`config.mk`:
```
export PLATFORM = sky130hd
export DESIGN_NAME = ir_nec_encoder
export DESIGN_NICKNAME = d
export VERILOG_FILES = /design/src/rtl/ir_nec_encoder.sv
export SDC_FILE = /design/constraint.sdc
export NUM_CORES = 1
export LEC_CHECK = 0
export BUFFER_PORTS_ARGS = -buffer_cell sky130_fd_sc_hd__buf_2
export CORE_MARGIN = 5
export CORE_UTILIZATION = 40
export CTS_CLUSTER_SIZE = 24
export DETAILED_ROUTE_END_ITERATION = 7
export SLEW_MARGIN = 20
export SYNTH_ARGS = -nofsm -noshare
export SYNTH_HDL_FRONTEND = slang
export SYNTH_SLANG_ARGS = --single-unit
```
`constraint.sdc`:
```
create_clock -name clk -period 5.97 [get_ports clk]
set_clock_uncertainty 0.05 [all_clocks]
set_input_delay 0.597 -clock clk [delete_from_list [all_inputs] [get_ports clk]]
set_output_delay 0.597 -clock clk [all_outputs]
set_load 0.05 [all_outputs]
```
`src/rtl/ir_nec_encoder.sv`:
```
// rtl/ir_nec_encoder.sv - NEC infrared frame / repeat-code transmitter with 38 kHz carrier
//
// Purpose:
//   Serialises {tx_data, tx_addr} (LSB of tx_addr first) into one NEC frame,
//   or sends a NEC repeat code, then holds off new requests for T_GAP cycles.
//   Drives the IR LED with a gated carrier and an active-low envelope for
//   loopback into the on-chip receiver.
//
// Ports:
//   clk        system clock
//   rst        synchronous reset, active-high
//   tx_start   request a full frame (sampled only while tx_ready=1, wins over tx_repeat)
//   tx_repeat  request a repeat code (sampled only while tx_ready=1)
//   tx_addr    16-bit address, frame bits 0..15
//   tx_data    16-bit data, frame bits 16..31
//   tx_ready   idle and able to accept a request
//   tx_busy    frame, repeat code or gap in progress
//   tx_done    one-cycle pulse on the first gap cycle
//   ir_led     modulated LED drive, carrier only during marks
//   ir_env_n   envelope, 0 during marks, 1 otherwise
module ir_nec_encoder #(
  parameter int unsigned T_LEAD_MARK  = 450000,
  parameter int unsigned T_LEAD_SPACE = 225000,
  parameter int unsigned T_REP_SPACE  = 112500,
  parameter int unsigned T_BIT_MARK   = 28000,
  parameter int unsigned T_ZERO_SPACE = 28000,
  parameter int unsigned T_ONE_SPACE  = 84500,
  parameter int unsigned T_GAP        = 2000000,
  parameter int unsigned CARRIER_HALF = 658
) (
  input  logic        clk,
  input  logic        rst,
  input  logic        tx_start,
  input  logic        tx_repeat,
  input  logic [15:0] tx_addr,
  input  logic [15:0] tx_data,
  output logic        tx_ready,
  output logic        tx_busy,
  output logic        tx_done,
  output logic        ir_led,
  output logic        ir_env_n
);

  localparam int unsigned CNT_W = 22;
  localparam int unsigned CAR_W = $clog2(2 * CARRIER_HALF);
  localparam logic [CAR_W-1:0] CAR_LAST = CAR_W'(2 * CARRIER_HALF - 1);
  localparam logic [CAR_W-1:0] CAR_HALF = CAR_W'(CARRIER_HALF);

  typedef enum logic [2:0] {
    S_IDLE,
    S_LEAD_MARK,
    S_LEAD_SPACE,
    S_REP_SPACE,
    S_BIT_MARK,
    S_BIT_SPACE,
    S_STOP_MARK,
    S_GAP
  } state_t;

  state_t           state, state_next;
  logic [CNT_W-1:0] cnt, cnt_next;
  logic [5:0]       bit_cnt, bit_next;
  logic [31:0]      sr, sr_next;
  logic             rep_q, rep_next;
  logic [CAR_W-1:0] car, car_next;
  logic             mark_next;

  // Counter reload value: a state lasting N cycles starts at N-1 and leaves at 0.
  function automatic logic [CNT_W-1:0] dur_of(input state_t s, input logic lsb);
    logic [CNT_W-1:0] d;
    d = '0;
    case (s)
      S_LEAD_MARK:  d = CNT_W'(T_LEAD_MARK - 1);
      S_LEAD_SPACE: d = CNT_W'(T_LEAD_SPACE - 1);
      S_REP_SPACE:  d = CNT_W'(T_REP_SPACE - 1);
      S_BIT_MARK:   d = CNT_W'(T_BIT_MARK - 1);
      S_BIT_SPACE:  d = lsb ? CNT_W'(T_ONE_SPACE - 1) : CNT_W'(T_ZERO_SPACE - 1);
      S_STOP_MARK:  d = CNT_W'(T_BIT_MARK - 1);
      S_GAP:        d = CNT_W'(T_GAP - 1);
      default:      d = '0;
    endcase
    return d;
  endfunction

  function automatic logic is_mark(input state_t s);
    return (s == S_LEAD_MARK) || (s == S_BIT_MARK) || (s == S_STOP_MARK);
  endfunction

  always_comb begin
    state_next = state;
    cnt_next   = (cnt == '0) ? cnt : cnt - CNT_W'(1);
    bit_next   = bit_cnt;
    sr_next    = sr;
    rep_next   = rep_q;
    car_next   = '0;

    case (state)
      S_IDLE: begin
        if (tx_start) begin
          state_next = S_LEAD_MARK;
          sr_next    = {tx_data, tx_addr};
          rep_next   = 1'b0;
        end else if (tx_repeat) begin
          state_next = S_LEAD_MARK;
          sr_next    = {tx_data, tx_addr};
          rep_next   = 1'b1;
        end
      end
      S_LEAD_MARK:  if (cnt == '0) state_next = rep_q ? S_REP_SPACE : S_LEAD_SPACE;
      S_LEAD_SPACE: begin
        if (cnt == '0) begin
          state_next = S_BIT_MARK;
          bit_next   = '0;
        end
      end
      S_REP_SPACE:  if (cnt == '0) state_next = S_STOP_MARK;
      S_BIT_MARK:   if (cnt == '0) state_next = S_BIT_SPACE;
      S_BIT_SPACE: begin
        if (cnt == '0) begin
          sr_next = {1'b0, sr[31:1]};
          if (bit_cnt == 6'd31) begin
            state_next = S_STOP_MARK;
            bit_next   = '0;
          end else begin
            state_next = S_BIT_MARK;
            bit_next   = bit_cnt + 6'd1;
          end
        end
      end
      S_STOP_MARK:  if (cnt == '0) state_next = S_GAP;
      S_GAP:        if (cnt == '0) state_next = S_IDLE;
      default:      state_next = S_IDLE;
    endcase

    // Every transition reloads the counter; in BIT_MARK sr[0] is the bit whose space follows.
    if (state_next != state) cnt_next = dur_of(state_next, sr[0]);

    // Carrier restarts high on every mark entry so each mark begins with a full high half.
    mark_next = is_mark(state_next);
    if (mark_next && (state_next == state)) begin
      car_next = (car == CAR_LAST) ? '0 : car + CAR_W'(1);
    end
  end

  // Outputs are computed from the next state so they line up with the state register.
  always_ff @(posedge clk) begin
    if (rst) begin
      state    <= S_IDLE;
      cnt      <= '0;
      bit_cnt  <= '0;
      sr       <= '0;
      rep_q    <= 1'b0;
      car      <= '0;
      tx_ready <= 1'b1;
      tx_busy  <= 1'b0;
      tx_done  <= 1'b0;
      ir_led   <= 1'b0;
      ir_env_n <= 1'b1;
    end else begin
      state    <= state_next;
      cnt      <= cnt_next;
      bit_cnt  <= bit_next;
      sr       <= sr_next;
      rep_q    <= rep_next;
      car      <= car_next;
      tx_ready <= (state_next == S_IDLE);
      tx_busy  <= (state_next != S_IDLE);
      tx_done  <= (state == S_STOP_MARK) && (state_next == S_GAP);
      ir_led   <= mark_next && (car_next < CAR_HALF);
      ir_env_n <= ~mark_next;
    end
  end

endmodule

```
Yosys cells after proc, flatten, opt, wreduce, memory -nomap -nowiden
Index checks and enable logic that the tools add are counted.

word-level totals
  register bits = 80
  bits in latches = 0
  bits in writable memories = 0
  ROM bits = 0
  input bits = 36
  output and inout bits = 5
  logic and storage cells = 82
  memories kept = 0

operators by class
  add/sub/neg operators = 3
  multipliers = 0
  divide/modulo/power cells = 0
  order comparisons = 1
  equal/unequal tests = 22
  shift-type cells = 0
  mux-type cells = 28
  bitwise logic cells = 1
  reduce and logical (&&, ||, !) cells = 16

operator list
  kind                                                   number
  case mux 21 bit (6 select lines)                       1
  2-to-1 mux 32 bit                                      3
  case mux 32 bit (2 select lines)                       1
  2-to-1 mux 22 bit                                      2
  2-to-1 mux 3 bit                                       9
  == test 3 bit (second input constant)                  8
  case mux 3 bit (8 select lines)                        1
  logical NOT 22 bit                                     1
  2-to-1 mux 11 bit                                      2
  subtractor 22 x 1 -> 22 bit (second input constant)    1
  2-to-1 mux 6 bit                                       3
  2-to-1 mux 17 bit                                      1
  == test 3 x 2 -> 1 bit (second input constant)         4
  case mux 6 bit (2 select lines)                        1
  adder 11 x 1 -> 11 bit (second input constant)         1
  == test 11 bit (second input constant)                 1
  < comparator 11 x 10 -> 1 bit (second input constant)  1
  adder 6 x 1 -> 6 bit (second input constant)           1
  == test 3 x 1 -> 1 bit (second input constant)         2
  == test 6 x 5 -> 1 bit (second input constant)         1
  logical NOT 3 bit                                      2
  AND reduction 3 bit                                    2
  nonzero test 2 bit                                     3
  inequality test 2 bit (second input constant)          2
  12 further kinds                                       17

Depth between registers and ports, before layout
  word-level depth = 11
  gate-level depth with buffers = 12
  mapped depth without buffers = 9

Least setup slack after synthesis
Ideal clock, no wire load.

  path kind = reg2reg
  from = register cnt[0]
  to = register car[5]
  setup time = 0.073 ns
  data arrival time = 2.534 ns
  required time = 5.847 ns
  path slack = 3.312 ns
  cell stages (with the launch flop) = 11
  path buffers = 1
  clock period less this slack = 2.658 ns
  cells stage by stage = dfxtp_1 > inv_1 > ha_1 > nor3b_1 > nand2_2 > or4_4 > or3_1 > a311oi_2 > o21ai_2 > buf_6 > nor3_2

between the ends
  longest elaborated chain between the ends = 8
  elaborated cells between the ends (all ways) = 17
  those cells by class = eq/ne (4); mux (9); reduce/logical (4)

RTL lines
  element                                                         line  text
  start, declared                                                 61    logic [CNT_W-1:0] cnt, cnt_next;
  start signal, assigned                                          161   cnt <= cnt_next;
  logical NOT 22 bit *                                            --
  2-to-1 mux 3 bit, or another cell as far along                  131   S_GAP: if (cnt == '0) state_next = S_IDLE;
  case mux 3 bit (8 select lines) *                               97    case (state)
  == test 3 x 1 -> 1 bit / == test 3 bit (equally long branches)  86    return (s == S_LEAD_MARK) || (s == S_BIT_MARK) || (s == S_STOP_MARK);
  logical OR 1 bit (2 in series)                                  86
  logical AND 1 bit *                                             140   if (mark_next && (state_next == state)) begin
  2-to-1 mux 11 bit *                                             140
  end signal, assigned                                            165   car <= car_next;
  end, declared                                                   65    logic [CAR_W-1:0] car, car_next;

Mark *: on every way between the ends. The rest lies on a longest branch, timed or not.
A chain may end at the register's enable or synchronous reset.

Final worst setup path
  from = register cnt[10]
  to = register cnt[7]

between the ends
  longest elaborated chain between the ends = 7
  elaborated cells between the ends (all ways) = 21
  those cells by class = eq/ne (9); mux (10); reduce/logical (2)

RTL lines
  element                                         line  text
  logical NOT 22 bit *                            --
  2-to-1 mux 3 bit, or another cell as far along  131
  case mux 3 bit (8 select lines)                 97
  == test 3 bit                                   72    case (s)
  OR reduction 2 bit (no source line)             --
  case mux 21 bit (6 select lines)                72
  2-to-1 mux 22 bit                               136   if (state_next != state) cnt_next = dur_of(state_next, sr[0]);

Marks and branches as above.

==> reports/qor.csv <==
metric,value,unit
I/O pin cnt,41,
Hold EP,rep_q$_SDFFE_PP0P_,
sequential share of power,49.6,%
R2R Setup Slk,2.68,ns
type of the most critical hold path,input pin to flop,
largest net degree at the start of global routing,63,
area of the core,10320,um2
Simple-Gate Fraction of Synth Area,30.99,%
Post-Synthesis Cells,522,
RSZ-0062 raised after global routing,false,
Fin. Hold Viols,0,
Sw Ratio,30.78,%
max-slew violations,0,
Die Height,113.1,um
clk root buf,clkbuf_8,
Worst R2R Start,cnt[10]$_SDFFE_PP0P_,
Mapped Nets,561,
First-pass DRT Iterations,5,
CP peak stage delay,0.60,ns
CTS Buffer Depth,2,
setup violators final,0,
fraction of registers with async set or reset after synthesis,0,%
Yosys cell types,70,
worst path arrival time,3.45,ns
WS Path Type,flop to flop,
"Slowest-stage cell, CP",or4_4,
setup TNS,0,ns
largest family of logic cells by synthesized area,simple AND/OR/NAND/NOR gates,
placed wire-length estimate,7140,um
drt drc,0,
Final GP Congestion,0.8833,
initial core utilization,41.18,%
worst slew pin tran,0.7958,ns
# clock sinks,80,
Clock Pin Slew Worst Setup and Hold Paths,0.08,ns
maxcap violations,0,
worst path bufs/invs,1,
fmax,304.3,MHz
mux share of post-synthesis cell area,0.5003,%
die area,12790,um2
Crit Path Max Fanout,13,
min-delay src,tx_start,
row cnt,37,
Post-synth EDFFs,0,
P_leak,1.735,nW
outcome,"finished, final reports clean",
CTS-repair resized insts,0,
worst-skew pair later-pin latency,0.35,ns
Clock H-tree levels,3,
Final nets,582,
Post-Synth Adder-Cell Area,0.8829,%
Chip Width,113.1,um
post-route worst setup slack,2.684,ns
fill count,1050,
initial antenna violation count,0,
Rel. slew slack,46.46,%
Sw Pwr,0.0003830,W
Hold Buf Count CTS,0,
TritonCTS Buffers,9,
Top delay family on crit path,simple AND/OR/NAND/NOR gates,
Gate power share,17.3,%
Vias,3808,
predominant post-synthesis flop cell,dfxtp_1,
Tmin final,3.286,ns
Internal Power,0.0008614,W
crit path capture type,flop,
Setup WS pre-CTS,2.757,ns
Avg Inst Size Synth,8.145,um2
crit path cell chain,or4_4 > nor4_4 > nand2_1 > o21ai_0 > buf_4 > nand2_1 > or3_1 > o41ai_1,
gr ovfl total,0,
PortBufs,40,
Tcrit/Tclk final,55.04,%
vias in the first global route,3663,
WP data required,6.14,ns
sequential fraction of the synthesis area,37.67,%
Max IR drop VDD,0.0001191,V
"FF+latch count, synth",80,
CTS tree,built,
FF-to-FF End,cnt[7]$_SDFFE_PP0P_,
mapped cell area,4252,um2
yosys warns,0,
Global Route Usage Sum,16.35,%
WL per Instance,15.15,um
post-synthesis compound-gate area fraction,18.10,%
CP Launch Type,flop,
PwrDens,267.1,nW/um2
layout cell share with drive strength beyond 1,16.97,%
hold path depth,2,
first-pass GRT wire length,17550,um
vias per inst,5.567,
XOR/XNOR Fraction of Synth Area,6.386,%
Total Wirelength,10360,um
antenna-violating nets left,0,
FF-to-FF path depth,8,
Layout area overhead,9.564,%
clock share of power,33.1,%
most frequent CP cell,nand2_1,
Post CTS Setup Buffer Count,0,
starting DRC count in detailed routing,286,
Ant. Diodes,0,
[per-stage QoR]
step | instance area (um2) | hold slack, ns | std cells | utilization (%) | total power, W
final | 4658 | 0.4218 | 684 | 45.12 | 0.001244
after global routing | 4658 | 0.4294 | 684 | 45.12 | 0.001306
after CTS | 4658 | 0.4026 | 684 | 45.12 | 0.001257
after detailed placement | 4459 | 0.4215 | 668 | 43.19 | 0.0008413
after global placement | 4459 | 0.4120 | 668 | 43.19 | 0.0008375
after floorplan | 4252 | 0.4031 | 522 | - | 0.0007853
[cells in the mapped netlist, types with 2 or more instances]
cell / count / share of area, %
nand2_1: 88 / 7.8
dfxtp_1: 80 / 38
nor2_1: 71 / 6.3
a311oi_1: 31 / 6.4
clkbuf_1: 21 / 1.9
a21oi_1: 18 / 2.1
xor2_1: 16 / 3.3
xnor2_1: 15 / 3.1
nand3_1: 14 / 1.6
nor3_1: 14 / 1.6
o21ai_0: 13 / 1.5
a211oi_1: 8 / 1.4
nor4_1: 8 / 1.2
a31oi_1: 7 / 1.0
and3_1: 6 / 0.88
inv_1: 6 / 0.53
or3_1: 6 / 0.88
buf_2: 5 / 0.59
buf_6: 5 / 1.3
nand4_1: 5 / 0.74
nor2b_1: 5 / 0.74
and2_1: 4 / 0.59
nor3_2: 4 / 0.94
or2_2: 4 / 0.59
ha_1: 3 / 0.88
nand2b_1: 3 / 0.44
nor3b_1: 3 / 0.53
nor4_4: 3 / 1.5
o22ai_1: 3 / 0.44
or4_4: 3 / 0.79
a22oi_1: 2 / 0.35
a311oi_2: 2 / 0.71
and3_2: 2 / 0.35
and4_1: 2 / 0.41
clkbuf_8: 2 / 0.65
nand4b_1: 2 / 0.41
nor4b_1: 2 / 0.41
o211ai_1: 2 / 0.35
o21ai_2: 2 / 0.41
o31ai_1: 2 / 0.35
[layer usage]
metal | GRT usage (%) | part of all wire (%) | up-vias | wire [um]
li1 | - | - | 1912 | -
met1 | 21.77 | 46 | 1768 | 4810
met2 | 26.30 | 46 | 117 | 4801
met3 | 4.118 | 6.3 | 11 | 650
met4 | 4.647 | 0.98 | 0 | 102
met5 | 0 | 0 | - | 0
[power groups by stage]
| stage | clock [W] | sequential (W) | combinational [W] |
|---|---|---|---|
| floorplan | 0 | 0.000626 | 0.000159 |
| global placement | 0 | 0.000626 | 0.000211 |
| detailed placement | 0 | 0.000628 | 0.000213 |
| CTS | 0.000426 | 0.000616 | 0.000214 |
| global route | 0.000444 | 0.000622 | 0.000240 |
| finish | 0.000412 | 0.000617 | 0.000216 |
[kinds of logic after synthesis]
kind of cell	count (synthesis)
AND/OR/NAND/NOR	260
AO/OA/AOI/OAI	105
flip-flops	80
buffers and inverters	41
XOR/XNOR	31
adder cells (fa/ha/maj)	3
multiplexers	2
[registers in the layout, indices dropped and copies added, names as in the netlist]
register  cells
rep_q         1
tx_done       1
ir_env_n      1
state         3
cnt          22
tx_busy       1
ir_led        1
bit_cnt       6
car          11
sr           32
tx_ready      1
[cells in the final DEF, fill, tap and decap left out, types with 3 or more instances in the layout]
cell type,n
and2_1,4
xnor2_1,15
nand3_1,14
a311oi_1,31
nand2b_1,3
nand2_1,88
inv_1,6
dfxtp_1,80
buf_4,5
nor3b_1,3
clkbuf_8,9
o22ai_1,3
a31oi_1,7
o21ai_0,13
nand4_1,5
a21oi_1,18
inv_6,3
or4_4,3
ha_1,3
nor4_1,8
or3_1,6
nor3_2,4
nor2_1,70
and3_1,6
xor2_1,16
a211oi_1,8
nor4_4,3
buf_2,40
nor2b_1,5
nor3_1,14
or2_2,4
[area by class of cell]
cell class	count	area (um2)	share of cell area (%)
multi-input cells	401	2427	52.11
flip-flops and latches	80	1602	34.38
repair buffers	45	237.7	5.103
well taps	136	170.2	3.653
clock buffers	9	123.9	2.659
clock inverters	7	75.07	1.612
inverters	6	22.52	0.4835
[worst max-delay path by stage]
stage                                to            startpoint  slack, ns  depth (start not counted)
detailed placement    car[7]$_SDFF_PP0_  cnt[10]$_SDFFE_PP0P_       2.76                          7
global placement    cnt[7]$_SDFFE_PP0P_  cnt[10]$_SDFFE_PP0P_       2.74                          8
finish              cnt[7]$_SDFFE_PP0P_  cnt[10]$_SDFFE_PP0P_       2.68                          8
CTS                   car[7]$_SDFF_PP0_  cnt[10]$_SDFFE_PP0P_       2.75                          7
floorplan             car[5]$_SDFF_PP0_   cnt[0]$_SDFFE_PP0P_       3.31                         10
global route          car[7]$_SDFF_PP0_  cnt[10]$_SDFFE_PP0P_       2.56                          7
Power figures use the tool's default switching activity.
